[src/rtl/gci_std_display_pkg.sv]
// Shared definitions for the display command sequencer: command address map,
// sequencer states, the queued command record and RGB888 field positions.
package gci_std_display_pkg;

    localparam logic [30:0] CMD_CLEAR_ADDR = 31'h0000_3000;
    localparam logic [30:0] CMD_PIXEL_BASE = 31'h0000_3100;

    localparam int RGB_R_LSB = 16;
    localparam int RGB_G_LSB = 8;
    localparam int RGB_B_LSB = 0;

    typedef enum logic [2:0] {
        ST_IDLE      = 3'd0,
        ST_REQ       = 3'd1,
        ST_WORK      = 3'd2,
        ST_CLEAR     = 3'd3,
        ST_READ_WAIT = 3'd4,
        ST_END       = 3'd5
    } state_e;

    // One queued bus command; rd duplicates addr[31] so the FIFO word is 65 bits.
    typedef struct packed {
        logic        rd;
        logic [31:0] addr;
        logic [31:0] data;
    } cmd_t;

    localparam int CMD_W = $bits(cmd_t);

    function automatic logic [7:0] rgb_field(input logic [23:0] rgb, input int lsb);
        return rgb[lsb +: 8];
    endfunction

endpackage

[src/rtl/gci_std_display_cmd_sequencer_if.sv]
// Bus-side and VRAM-side handshake bundle of the display command sequencer.
interface gci_std_display_cmd_sequencer_if #(
    parameter int P_MEM_ADDR_N = 23
);
    logic                    iBUSMOD_REQ;
    logic [31:0]             iBUSMOD_ADDR;
    logic [31:0]             iBUSMOD_DATA;
    logic                    oBUSMOD_WAIT;
    logic                    oBUS_VALID;
    logic [31:0]             oBUS_DATA;
    logic                    oIF_REQ;
    logic                    iIF_ACK;
    logic                    oIF_FINISH;
    logic                    iIF_BREAK;
    logic                    iIF_BUSY;
    logic                    oIF_ENA;
    logic                    oIF_RW;
    logic [P_MEM_ADDR_N-1:0] oIF_ADDR;
    logic [7:0]              oIF_R;
    logic [7:0]              oIF_G;
    logic [7:0]              oIF_B;
    logic                    iIF_VALID;
    logic [31:0]             iIF_DATA;

    modport master (
        output iBUSMOD_REQ, iBUSMOD_ADDR, iBUSMOD_DATA,
        input  oBUSMOD_WAIT, oBUS_VALID, oBUS_DATA,
        input  oIF_REQ, oIF_FINISH, oIF_ENA, oIF_RW, oIF_ADDR, oIF_R, oIF_G, oIF_B,
        output iIF_ACK, iIF_BREAK, iIF_BUSY, iIF_VALID, iIF_DATA
    );

    modport slave (
        input  iBUSMOD_REQ, iBUSMOD_ADDR, iBUSMOD_DATA,
        output oBUSMOD_WAIT, oBUS_VALID, oBUS_DATA,
        output oIF_REQ, oIF_FINISH, oIF_ENA, oIF_RW, oIF_ADDR, oIF_R, oIF_G, oIF_B,
        input  iIF_ACK, iIF_BREAK, iIF_BUSY, iIF_VALID, iIF_DATA
    );

endinterface

[src/rtl/gci_std_display_sync_fifo.sv]
// Single-clock command FIFO with a registered full flag and combinational head.
module gci_std_display_sync_fifo #(
    parameter int P_WIDTH = 65,
    parameter int P_DEPTH = 16
) (
    input  logic               clk,
    input  logic               rst,
    input  logic               push,
    input  logic [P_WIDTH-1:0] push_data,
    input  logic               pop,
    output logic [P_WIDTH-1:0] head,
    output logic               full,
    output logic               empty
);

    localparam int AW = $clog2(P_DEPTH);
    localparam logic [AW-1:0] PTR_ONE   = AW'(1);
    localparam logic [AW:0]   CNT_ONE   = (AW + 1)'(1);
    localparam logic [AW:0]   CNT_DEPTH = (AW + 1)'(P_DEPTH);

    logic [P_WIDTH-1:0] mem_r [P_DEPTH];
    logic [AW-1:0]      wr_ptr_r;
    logic [AW-1:0]      rd_ptr_r;
    logic [AW:0]        count_r;
    logic [AW:0]        count_s;
    logic               full_r;
    logic               push_ok_s;
    logic               pop_ok_s;

    assign push_ok_s = push & ~full_r;
    assign pop_ok_s  = pop & (count_r != '0);

    // Next occupancy; simultaneous push and pop leave it unchanged.
    always_comb begin
        count_s = count_r;
        if (push_ok_s && !pop_ok_s) begin
            count_s = count_r + CNT_ONE;
        end else if (!push_ok_s && pop_ok_s) begin
            count_s = count_r - CNT_ONE;
        end else begin
            count_s = count_r;
        end
    end

    // Pointers, occupancy and the registered full flag.
    always_ff @(posedge clk) begin
        if (rst) begin
            wr_ptr_r <= '0;
            rd_ptr_r <= '0;
            count_r  <= '0;
            full_r   <= 1'b0;
        end else begin
            if (push_ok_s) begin
                wr_ptr_r <= wr_ptr_r + PTR_ONE;
            end
            if (pop_ok_s) begin
                rd_ptr_r <= rd_ptr_r + PTR_ONE;
            end
            count_r <= count_s;
            full_r  <= (count_s == CNT_DEPTH);
        end
    end

    // Storage array; contents need no reset because occupancy gates the head.
    always_ff @(posedge clk) begin
        if (push_ok_s) begin
            mem_r[wr_ptr_r] <= push_data;
        end
    end

    assign head  = mem_r[rd_ptr_r];
    assign full  = full_r;
    assign empty = (count_r == '0);

endmodule

[src/rtl/gci_std_display_cmd_sequencer.sv]
// Queues bus commands and replays them as VRAM pixel writes, reads and
// full-screen clears, yielding the VRAM port whenever the arbiter asks.
module gci_std_display_cmd_sequencer
    import gci_std_display_pkg::*;
#(
    parameter int P_AREA_H     = 640,
    parameter int P_AREA_V     = 480,
    parameter int P_MEM_ADDR_N = 23,
    parameter int P_FIFO_DEPTH = 16
) (
    input  logic iCLOCK,
    input  logic iRESET_SYNC,
    gci_std_display_cmd_sequencer_if.slave bus
);

    localparam int PIXELS = P_AREA_H * P_AREA_V;
    localparam logic [30:0]             PIX_END  = CMD_PIXEL_BASE + 31'(PIXELS);
    localparam logic [P_MEM_ADDR_N-1:0] LAST_IDX = P_MEM_ADDR_N'(PIXELS - 1);
    localparam logic [P_MEM_ADDR_N-1:0] IDX_ONE  = P_MEM_ADDR_N'(1);

    if (P_MEM_ADDR_N < $clog2(PIXELS) || P_MEM_ADDR_N > 31) begin : g_bad_addr_width
        $fatal(1, "P_MEM_ADDR_N cannot address every pixel of the display area");
    end
    if (P_FIFO_DEPTH < 2 || (P_FIFO_DEPTH & (P_FIFO_DEPTH - 1)) != 0) begin : g_bad_depth
        $fatal(1, "P_FIFO_DEPTH must be a power of two and at least 2");
    end

    state_e                  state_r, state_s;
    logic [P_MEM_ADDR_N-1:0] clr_idx_r, clr_idx_s;
    logic [23:0]             clr_color_r, clr_color_s;
    logic                    clr_pend_r, clr_pend_s;
    logic                    bus_valid_r, bus_valid_s;
    logic [31:0]             bus_data_r, bus_data_s;

    logic                    fifo_pop_s;
    logic                    fifo_full_s;
    logic                    fifo_empty_s;
    cmd_t                    push_cmd_s;
    cmd_t                    head_s;

    logic                    if_req_s;
    logic                    if_finish_s;
    logic                    if_ena_s;
    logic                    if_rw_s;
    logic [P_MEM_ADDR_N-1:0] if_addr_s;
    logic [23:0]             if_rgb_s;

    logic [30:0]             head_addr_s;
    logic [30:0]             pix_off_s;
    logic [P_MEM_ADDR_N-1:0] pix_idx_s;
    logic                    is_clear_s;
    logic                    is_pixel_s;
    logic                    unused_bits;

    assign push_cmd_s = '{rd: bus.iBUSMOD_ADDR[31], addr: bus.iBUSMOD_ADDR, data: bus.iBUSMOD_DATA};

    gci_std_display_sync_fifo #(
        .P_WIDTH (CMD_W),
        .P_DEPTH (P_FIFO_DEPTH)
    ) u_fifo (
        .clk       (iCLOCK),
        .rst       (iRESET_SYNC),
        .push      (bus.iBUSMOD_REQ),
        .push_data (push_cmd_s),
        .pop       (fifo_pop_s),
        .head      (head_s),
        .full      (fifo_full_s),
        .empty     (fifo_empty_s)
    );

    assign head_addr_s = head_s.addr[30:0];
    assign pix_off_s   = head_addr_s - CMD_PIXEL_BASE;
    assign pix_idx_s   = pix_off_s[P_MEM_ADDR_N-1:0];
    assign is_clear_s  = (head_addr_s == CMD_CLEAR_ADDR);
    assign is_pixel_s  = (head_addr_s >= CMD_PIXEL_BASE) && (head_addr_s < PIX_END);
    assign unused_bits = ^{head_s.addr[31], head_s.data[31:24], pix_off_s};

    // Next-state and VRAM strobe decode; strobes are combinational so BUSY gates them in-cycle.
    always_comb begin
        state_s     = state_r;
        clr_idx_s   = clr_idx_r;
        clr_color_s = clr_color_r;
        clr_pend_s  = clr_pend_r;
        bus_valid_s = 1'b0;
        bus_data_s  = bus_data_r;
        fifo_pop_s  = 1'b0;
        if_req_s    = 1'b0;
        if_finish_s = 1'b0;
        if_ena_s    = 1'b0;
        if_rw_s     = 1'b0;
        if_addr_s   = '0;
        if_rgb_s    = 24'h00_0000;

        case (state_r)
            ST_IDLE: begin
                if (!fifo_empty_s || clr_pend_r) begin
                    state_s = ST_REQ;
                end else begin
                    state_s = ST_IDLE;
                end
            end
            ST_REQ: begin
                if_req_s = 1'b1;
                if (bus.iIF_ACK) begin
                    state_s = ST_WORK;
                end else begin
                    state_s = ST_REQ;
                end
            end
            ST_WORK: begin
                if (bus.iIF_BREAK || (fifo_empty_s && !clr_pend_r)) begin
                    state_s = ST_END;
                end else if (clr_pend_r) begin
                    state_s = ST_CLEAR;
                end else if (bus.iIF_BUSY) begin
                    state_s = ST_WORK;
                end else begin
                    fifo_pop_s = 1'b1;
                    if (is_clear_s) begin
                        clr_color_s = head_s.data[23:0];
                        clr_idx_s   = '0;
                        clr_pend_s  = 1'b1;
                        state_s     = ST_CLEAR;
                    end else if (is_pixel_s) begin
                        if_ena_s  = 1'b1;
                        if_addr_s = pix_idx_s;
                        if (head_s.rd) begin
                            if_rw_s = 1'b0;
                            state_s = ST_READ_WAIT;
                        end else begin
                            if_rw_s  = 1'b1;
                            if_rgb_s = head_s.data[23:0];
                            state_s  = ST_WORK;
                        end
                    end else begin
                        state_s = ST_WORK;
                    end
                end
            end
            ST_CLEAR: begin
                if (!bus.iIF_BUSY) begin
                    if_ena_s  = 1'b1;
                    if_rw_s   = 1'b1;
                    if_addr_s = clr_idx_r;
                    if_rgb_s  = clr_color_r;
                end else begin
                    if_ena_s = 1'b0;
                end
                if (!bus.iIF_BUSY && clr_idx_r == LAST_IDX) begin
                    clr_pend_s = 1'b0;
                    state_s    = ST_WORK;
                end else begin
                    if (!bus.iIF_BUSY) begin
                        clr_idx_s = clr_idx_r + IDX_ONE;
                    end else begin
                        clr_idx_s = clr_idx_r;
                    end
                    // A break leaves clr_pend set so the next grant resumes at clr_idx.
                    if (bus.iIF_BREAK) begin
                        state_s = ST_END;
                    end else begin
                        state_s = ST_CLEAR;
                    end
                end
            end
            ST_READ_WAIT: begin
                if (bus.iIF_VALID) begin
                    bus_valid_s = 1'b1;
                    bus_data_s  = bus.iIF_DATA;
                    state_s     = ST_WORK;
                end else begin
                    state_s = ST_READ_WAIT;
                end
            end
            ST_END: begin
                if_finish_s = 1'b1;
                state_s     = ST_IDLE;
            end
            default: begin
                state_s = ST_IDLE;
            end
        endcase
    end

    // Sequencer state, clear progress and the registered read-return pulse.
    always_ff @(posedge iCLOCK) begin
        if (iRESET_SYNC) begin
            state_r     <= ST_IDLE;
            clr_idx_r   <= '0;
            clr_color_r <= 24'h00_0000;
            clr_pend_r  <= 1'b0;
            bus_valid_r <= 1'b0;
            bus_data_r  <= 32'h0000_0000;
        end else begin
            state_r     <= state_s;
            clr_idx_r   <= clr_idx_s;
            clr_color_r <= clr_color_s;
            clr_pend_r  <= clr_pend_s;
            bus_valid_r <= bus_valid_s;
            bus_data_r  <= bus_data_s;
        end
    end

    // Holding reset forces every VRAM-side output low, so an abandoned access never finishes.
    assign bus.oBUSMOD_WAIT = fifo_full_s;
    assign bus.oBUS_VALID   = bus_valid_r;
    assign bus.oBUS_DATA    = bus_data_r;
    assign bus.oIF_REQ      = if_req_s & ~iRESET_SYNC;
    assign bus.oIF_FINISH   = if_finish_s & ~iRESET_SYNC;
    assign bus.oIF_ENA      = if_ena_s & ~iRESET_SYNC;
    assign bus.oIF_RW       = if_rw_s & ~iRESET_SYNC;
    assign bus.oIF_ADDR     = iRESET_SYNC ? '0 : if_addr_s;
    assign bus.oIF_R        = iRESET_SYNC ? 8'h00 : rgb_field(if_rgb_s, RGB_R_LSB);
    assign bus.oIF_G        = iRESET_SYNC ? 8'h00 : rgb_field(if_rgb_s, RGB_G_LSB);
    assign bus.oIF_B        = iRESET_SYNC ? 8'h00 : rgb_field(if_rgb_s, RGB_B_LSB);

endmodule

[src/flat_wrapper.sv]
// flat-port wrapper written by rule: the top's interface ports become plain ports
module gci_std_display_cmd_sequencer_flat import gci_std_display_pkg::*;
#(
    parameter int P_AREA_H     = 640,
    parameter int P_AREA_V     = 480,
    parameter int P_MEM_ADDR_N = 23,
    parameter int P_FIFO_DEPTH = 16
)
  (iCLOCK, iRESET_SYNC, bus_iBUSMOD_REQ, bus_iBUSMOD_ADDR, bus_iBUSMOD_DATA, bus_oBUSMOD_WAIT, bus_oBUS_VALID, bus_oBUS_DATA, bus_oIF_REQ, bus_oIF_FINISH, bus_oIF_ENA, bus_oIF_RW, bus_oIF_ADDR, bus_oIF_R, bus_oIF_G, bus_oIF_B, bus_iIF_ACK, bus_iIF_BREAK, bus_iIF_BUSY, bus_iIF_VALID, bus_iIF_DATA);
  gci_std_display_cmd_sequencer_if #(.P_MEM_ADDR_N(P_MEM_ADDR_N)) bus_i ();
  input  logic iCLOCK;
  input  logic iRESET_SYNC;
  input wire logic [$bits(bus_i.iBUSMOD_REQ)-1:0] bus_iBUSMOD_REQ;
  input wire logic [$bits(bus_i.iBUSMOD_ADDR)-1:0] bus_iBUSMOD_ADDR;
  input wire logic [$bits(bus_i.iBUSMOD_DATA)-1:0] bus_iBUSMOD_DATA;
  output wire logic [$bits(bus_i.oBUSMOD_WAIT)-1:0] bus_oBUSMOD_WAIT;
  output wire logic [$bits(bus_i.oBUS_VALID)-1:0] bus_oBUS_VALID;
  output wire logic [$bits(bus_i.oBUS_DATA)-1:0] bus_oBUS_DATA;
  output wire logic [$bits(bus_i.oIF_REQ)-1:0] bus_oIF_REQ;
  output wire logic [$bits(bus_i.oIF_FINISH)-1:0] bus_oIF_FINISH;
  output wire logic [$bits(bus_i.oIF_ENA)-1:0] bus_oIF_ENA;
  output wire logic [$bits(bus_i.oIF_RW)-1:0] bus_oIF_RW;
  output wire logic [$bits(bus_i.oIF_ADDR)-1:0] bus_oIF_ADDR;
  output wire logic [$bits(bus_i.oIF_R)-1:0] bus_oIF_R;
  output wire logic [$bits(bus_i.oIF_G)-1:0] bus_oIF_G;
  output wire logic [$bits(bus_i.oIF_B)-1:0] bus_oIF_B;
  input wire logic [$bits(bus_i.iIF_ACK)-1:0] bus_iIF_ACK;
  input wire logic [$bits(bus_i.iIF_BREAK)-1:0] bus_iIF_BREAK;
  input wire logic [$bits(bus_i.iIF_BUSY)-1:0] bus_iIF_BUSY;
  input wire logic [$bits(bus_i.iIF_VALID)-1:0] bus_iIF_VALID;
  input wire logic [$bits(bus_i.iIF_DATA)-1:0] bus_iIF_DATA;
  assign bus_i.iBUSMOD_REQ = bus_iBUSMOD_REQ;
  assign bus_i.iBUSMOD_ADDR = bus_iBUSMOD_ADDR;
  assign bus_i.iBUSMOD_DATA = bus_iBUSMOD_DATA;
  assign bus_oBUSMOD_WAIT = bus_i.oBUSMOD_WAIT;
  assign bus_oBUS_VALID = bus_i.oBUS_VALID;
  assign bus_oBUS_DATA = bus_i.oBUS_DATA;
  assign bus_oIF_REQ = bus_i.oIF_REQ;
  assign bus_oIF_FINISH = bus_i.oIF_FINISH;
  assign bus_oIF_ENA = bus_i.oIF_ENA;
  assign bus_oIF_RW = bus_i.oIF_RW;
  assign bus_oIF_ADDR = bus_i.oIF_ADDR;
  assign bus_oIF_R = bus_i.oIF_R;
  assign bus_oIF_G = bus_i.oIF_G;
  assign bus_oIF_B = bus_i.oIF_B;
  assign bus_i.iIF_ACK = bus_iIF_ACK;
  assign bus_i.iIF_BREAK = bus_iIF_BREAK;
  assign bus_i.iIF_BUSY = bus_iIF_BUSY;
  assign bus_i.iIF_VALID = bus_iIF_VALID;
  assign bus_i.iIF_DATA = bus_iIF_DATA;
  gci_std_display_cmd_sequencer #(.P_AREA_H(P_AREA_H), .P_AREA_V(P_AREA_V), .P_MEM_ADDR_N(P_MEM_ADDR_N), .P_FIFO_DEPTH(P_FIFO_DEPTH)) u_core (.iCLOCK(iCLOCK), .iRESET_SYNC(iRESET_SYNC), .bus(bus_i));
endmodule
[config.mk]
export PLATFORM = sky130hd
export DESIGN_NAME = gci_std_display_cmd_sequencer_flat
export DESIGN_NICKNAME = d
export VERILOG_FILES = /design/src/rtl/gci_std_display_pkg.sv /design/src/rtl/gci_std_display_cmd_sequencer_if.sv /design/src/rtl/gci_std_display_sync_fifo.sv /design/src/rtl/gci_std_display_cmd_sequencer.sv /design/src/flat_wrapper.sv
export SDC_FILE = /design/constraint.sdc
export NUM_CORES = 1
export LEC_CHECK = 0
export ABC_AREA = 1
export CAP_MARGIN = 20
export CORE_MARGIN = 2
export CORE_UTILIZATION = 25
export CTS_BUF_LIST = sky130_fd_sc_hd__clkbuf_4 sky130_fd_sc_hd__clkbuf_8 sky130_fd_sc_hd__clkbuf_16
export DETAILED_ROUTE_END_ITERATION = 7
export HOLD_SLACK_MARGIN = 0.15
export SYNTH_ARGS = -nofsm -noshare
export SYNTH_HDL_FRONTEND = slang
export SYNTH_HIERARCHICAL = 1
export SYNTH_SLANG_ARGS = --single-unit
[constraint.sdc]
create_clock -name iCLOCK -period 8 [get_ports iCLOCK]
set_input_delay 1.6 -clock iCLOCK [delete_from_list [all_inputs] [get_ports iCLOCK]]
set_output_delay 1.6 -clock iCLOCK [all_outputs]
set_load 0.01 [all_outputs]
==> impl_metrics.csv <==
group,metric,value,unit
outcome,status,"finished clean",
clock_tree,clkLatencyLatePin,0.67,ns
worst_setup_path,reg2reg_depth,14,
synth,syn_inst,3401,
clock_tree,cts_buffers,100,
sta,layout_min_cycle_time,7.148,ns
finish,area_delta_synth_final,17.25,%
power_and_ir_drop,peakVddDrop,174.7,µV
detailed_routing,vias_per_cell,4.747,
die,die-area,0.1670,mm²
power_and_ir_drop,p_leak,14.94,nW
grt,grt_usage,13.01,%
die,core_area,0.1628,mm²
worst_setup_path,crit_top_cell,"nand2_1",
hold_path,hp-class,"flip-flop to flip-flop",
clock_tree,cts_tree,"done",
worst_setup_path,path_depth,16,
sta,whs,0.4432,ns
worst_setup_path,crit_buf_inv,4,
worst_setup_path,critical_path_required,6.40,ns
sta,slew_headroom,24.04,%
placed_design,numPortBuffers,179,
detailed_routing,antenna_left,0,
sta,drv_slew,0,
finish,final-seq-area,0.02896,mm²
worst_setup_path,endpoint_kind,"primary output",
grt,grt_pass1_wl,166200,µm
worst_setup_path,cpLargestDelayFamily,"buffers and inverters",
detailed_routing,num_vias,27190,
clock_tree,cts_num_sinks,998,
grt,antenna_found_initial,24,
power_and_ir_drop,cellPowerDensity,229.0,mW/mm²
synth,netlist_area,0.04094,mm²
worst_setup_path,slowest_delay,0.70,ns
sta,setup-tns-final,0,ns
detailed_routing,met3WireLength,8098,µm
finish,instances_no_fill,5728,
sta,tightestPinTransition,1.139,ns
worst_setup_path,cp.arrival,5.55,ns
sta,fin_skew,0.02827,ns
sta,hold_viol,0,
sta,rsz0062_at_grt,"no",
run,max_cap_violations,0,
detailed_routing,drc,0,
die,io_pins,188,
grt,grt.overflow.total,0,
die,initial_core_util,25.15,%
synth,syn_avg_cell_area,12.04,µm²
finish,fillCellCount,16345,
finish,final_layout_size_suffix_gt1_share,7.861,%
detailed_routing,wl_per_cell,19.72,µm
grt,grt_max_degree,181,
clock_tree,cts-htree-levels,3,
finish,fin_nets,3581,
detailed_routing,met1_length,48630,µm
die,die_x,408.7,µm
sta,fin_crit_sh,89.34,%
grt,grt_pass1_vias,25409,
clock_tree,cts_hold_repair.buffers,0,
detailed_routing,wl_met2,54250,µm
synth,synth_nets,3514,
clock_tree,clk_path_buf_depth,3,
die,fp-row-count,148,
detailed_routing,dr.pass1.iters,5,
finish,final_util,29.49,%
placed_design,gp_congestion,0.8074,
sta,fmax,0.1399,GHz
worst_setup_path,crit_path_max_fanout,49,
clock_tree,cts_resized,0,
worst_setup_path,path_cells,"clkinv_2, o211ai_1, nand2_1, nor2_1, nand2_1, nor2_1, nand2_2, inv_2, nand2_1, nand2_1, nand2_1, nor2_4, buf_4, o21ai_0, a21oi_1, clkdlybuf4s50_1",
placed_design,place_inst,5539,
worst_setup_path,slowest_stage,"dfxtp_4",
finish,multi_input_area,0.01034,mm²
clock_tree,post_cts_buffers,0,
die,die_y,408.7,µm
sta,setup_viol,0,
clock_tree,path_clk_slew,0.06,ns
detailed_routing,drt_iter0_drc,2735,
clock_tree,cts_root_buf,"clkbuf_16",
worst_setup_path,path_class,"flip-flop to primary output",
worst_setup_path,setup.worst_path.start_class,"flip-flop",
synth,synth-warning-count,6,
detailed_routing,top_layer_used,"met5",
placed_design,hpwlAfterDp,61130,µm
detailed_routing,routed_wl,113000,µm
hold_path,min_path_cells,2,
-- worst reg2reg max path, cell delays in order, from the launching register on --
cell and delay, ns:
dfxtp_4 0.70, clkinv_2 0.72, buf_4 0.55, nand3_1 0.20, nand2_1 0.12, inv_1 0.17
ha_1 0.20, nand2_1 0.12, nor2_1 0.20, nand2_1 0.09, nor2_2 0.10, buf_4 0.32
nand2_1 0.64, o21ai_0 0.37, nor2_1 0.07
-- per-layer routing --
metal / vias to the layer above / global-route usage [%]
met5: - / 0
met4: 22 / 2.895
met3: 168 / 2.902
met2: 843 / 21.73
met1: 13577 / 17.16
li1: 12580 / -
-- placed cells by master (no fill, tap or decap), drive strengths merged --
cell,instances
ha,10
o221ai,186
clkbuf,121
xor2,16
o211ai,41
nand3,148
diode,4
bufinv,12
o22ai,38
inv,109
a21oi,144
a31oi,1
nand4,4
dfxtp,102
nor3b,2
nor3,7
nor2,611
nor4,2
or2,2
clkinvlp,4
clkdlybuf4s50,178
nand2,293
edfxtp,896
o21ai,518
clkinv,46
buf,50
xnor2,8
-- registers in the layout, summed over array words and instances, names as in the netlist, named ones only --
register / cells
u_core/bus.oBUS_DATA: 32
u_core/bus.oBUS_VALID: 1
u_core/clr_color_r: 24
u_core/clr_idx_r: 23
u_core/clr_pend_r: 1
u_core/state_r: 3
u_core/u_fifo/count_r: 5
u_core/u_fifo/full: 1
u_core/u_fifo/mem_r: 896
u_core/u_fifo/rd_ptr_r: 4
u_core/u_fifo/wr_ptr_r: 4
-- path summary, 6_finish.rpt --
kind                                 start                       end  slack (ns)
setup reg to reg                 flip-flop     u_core/clr_color_r[0]        3.31
setup / recovery                 flip-flop          bus_oIF_ADDR[22]        0.85
hold / removal    u_core/bus.oBUS_DATA[15]  u_core/bus.oBUS_DATA[15]        0.44
hold reg to reg   u_core/bus.oBUS_DATA[15]  u_core/bus.oBUS_DATA[15]        0.44
-- metrics by stage --
stage          area (µm²)  total power [mW]  setup slack, ns
2_1_floorplan       40940             6.144            3.097
3_3_place_gp        44640             6.373            1.411
3_5_place_dp        44640             6.383            1.465
4_1_cts             47950             11.08           0.7516
5_1_grt             47990             11.33           0.4738
6_report            48000             10.99           0.8524
-- layout make-up --
| cell class | count | share of cell area, % |
|---|---|---|
| sequential | 998 | 60.34 |
| multi-input combinational | 2031 | 21.54 |
| tap | 2175 | 5.670 |
| clock buffer | 121 | 5.578 |
| timing repair buffer | 228 | 4.648 |
| clock inverter | 62 | 1.311 |
| inverter | 109 | 0.8941 |
| antenna | 4 | 0.02085 |
-- power by group --
group,switching [mW],internal (mW)
combinational,0.346,0.141
clock,1.95,2.77
sequential,0.0248,5.76
Note: power is estimated with default switching activity, not from simulation.
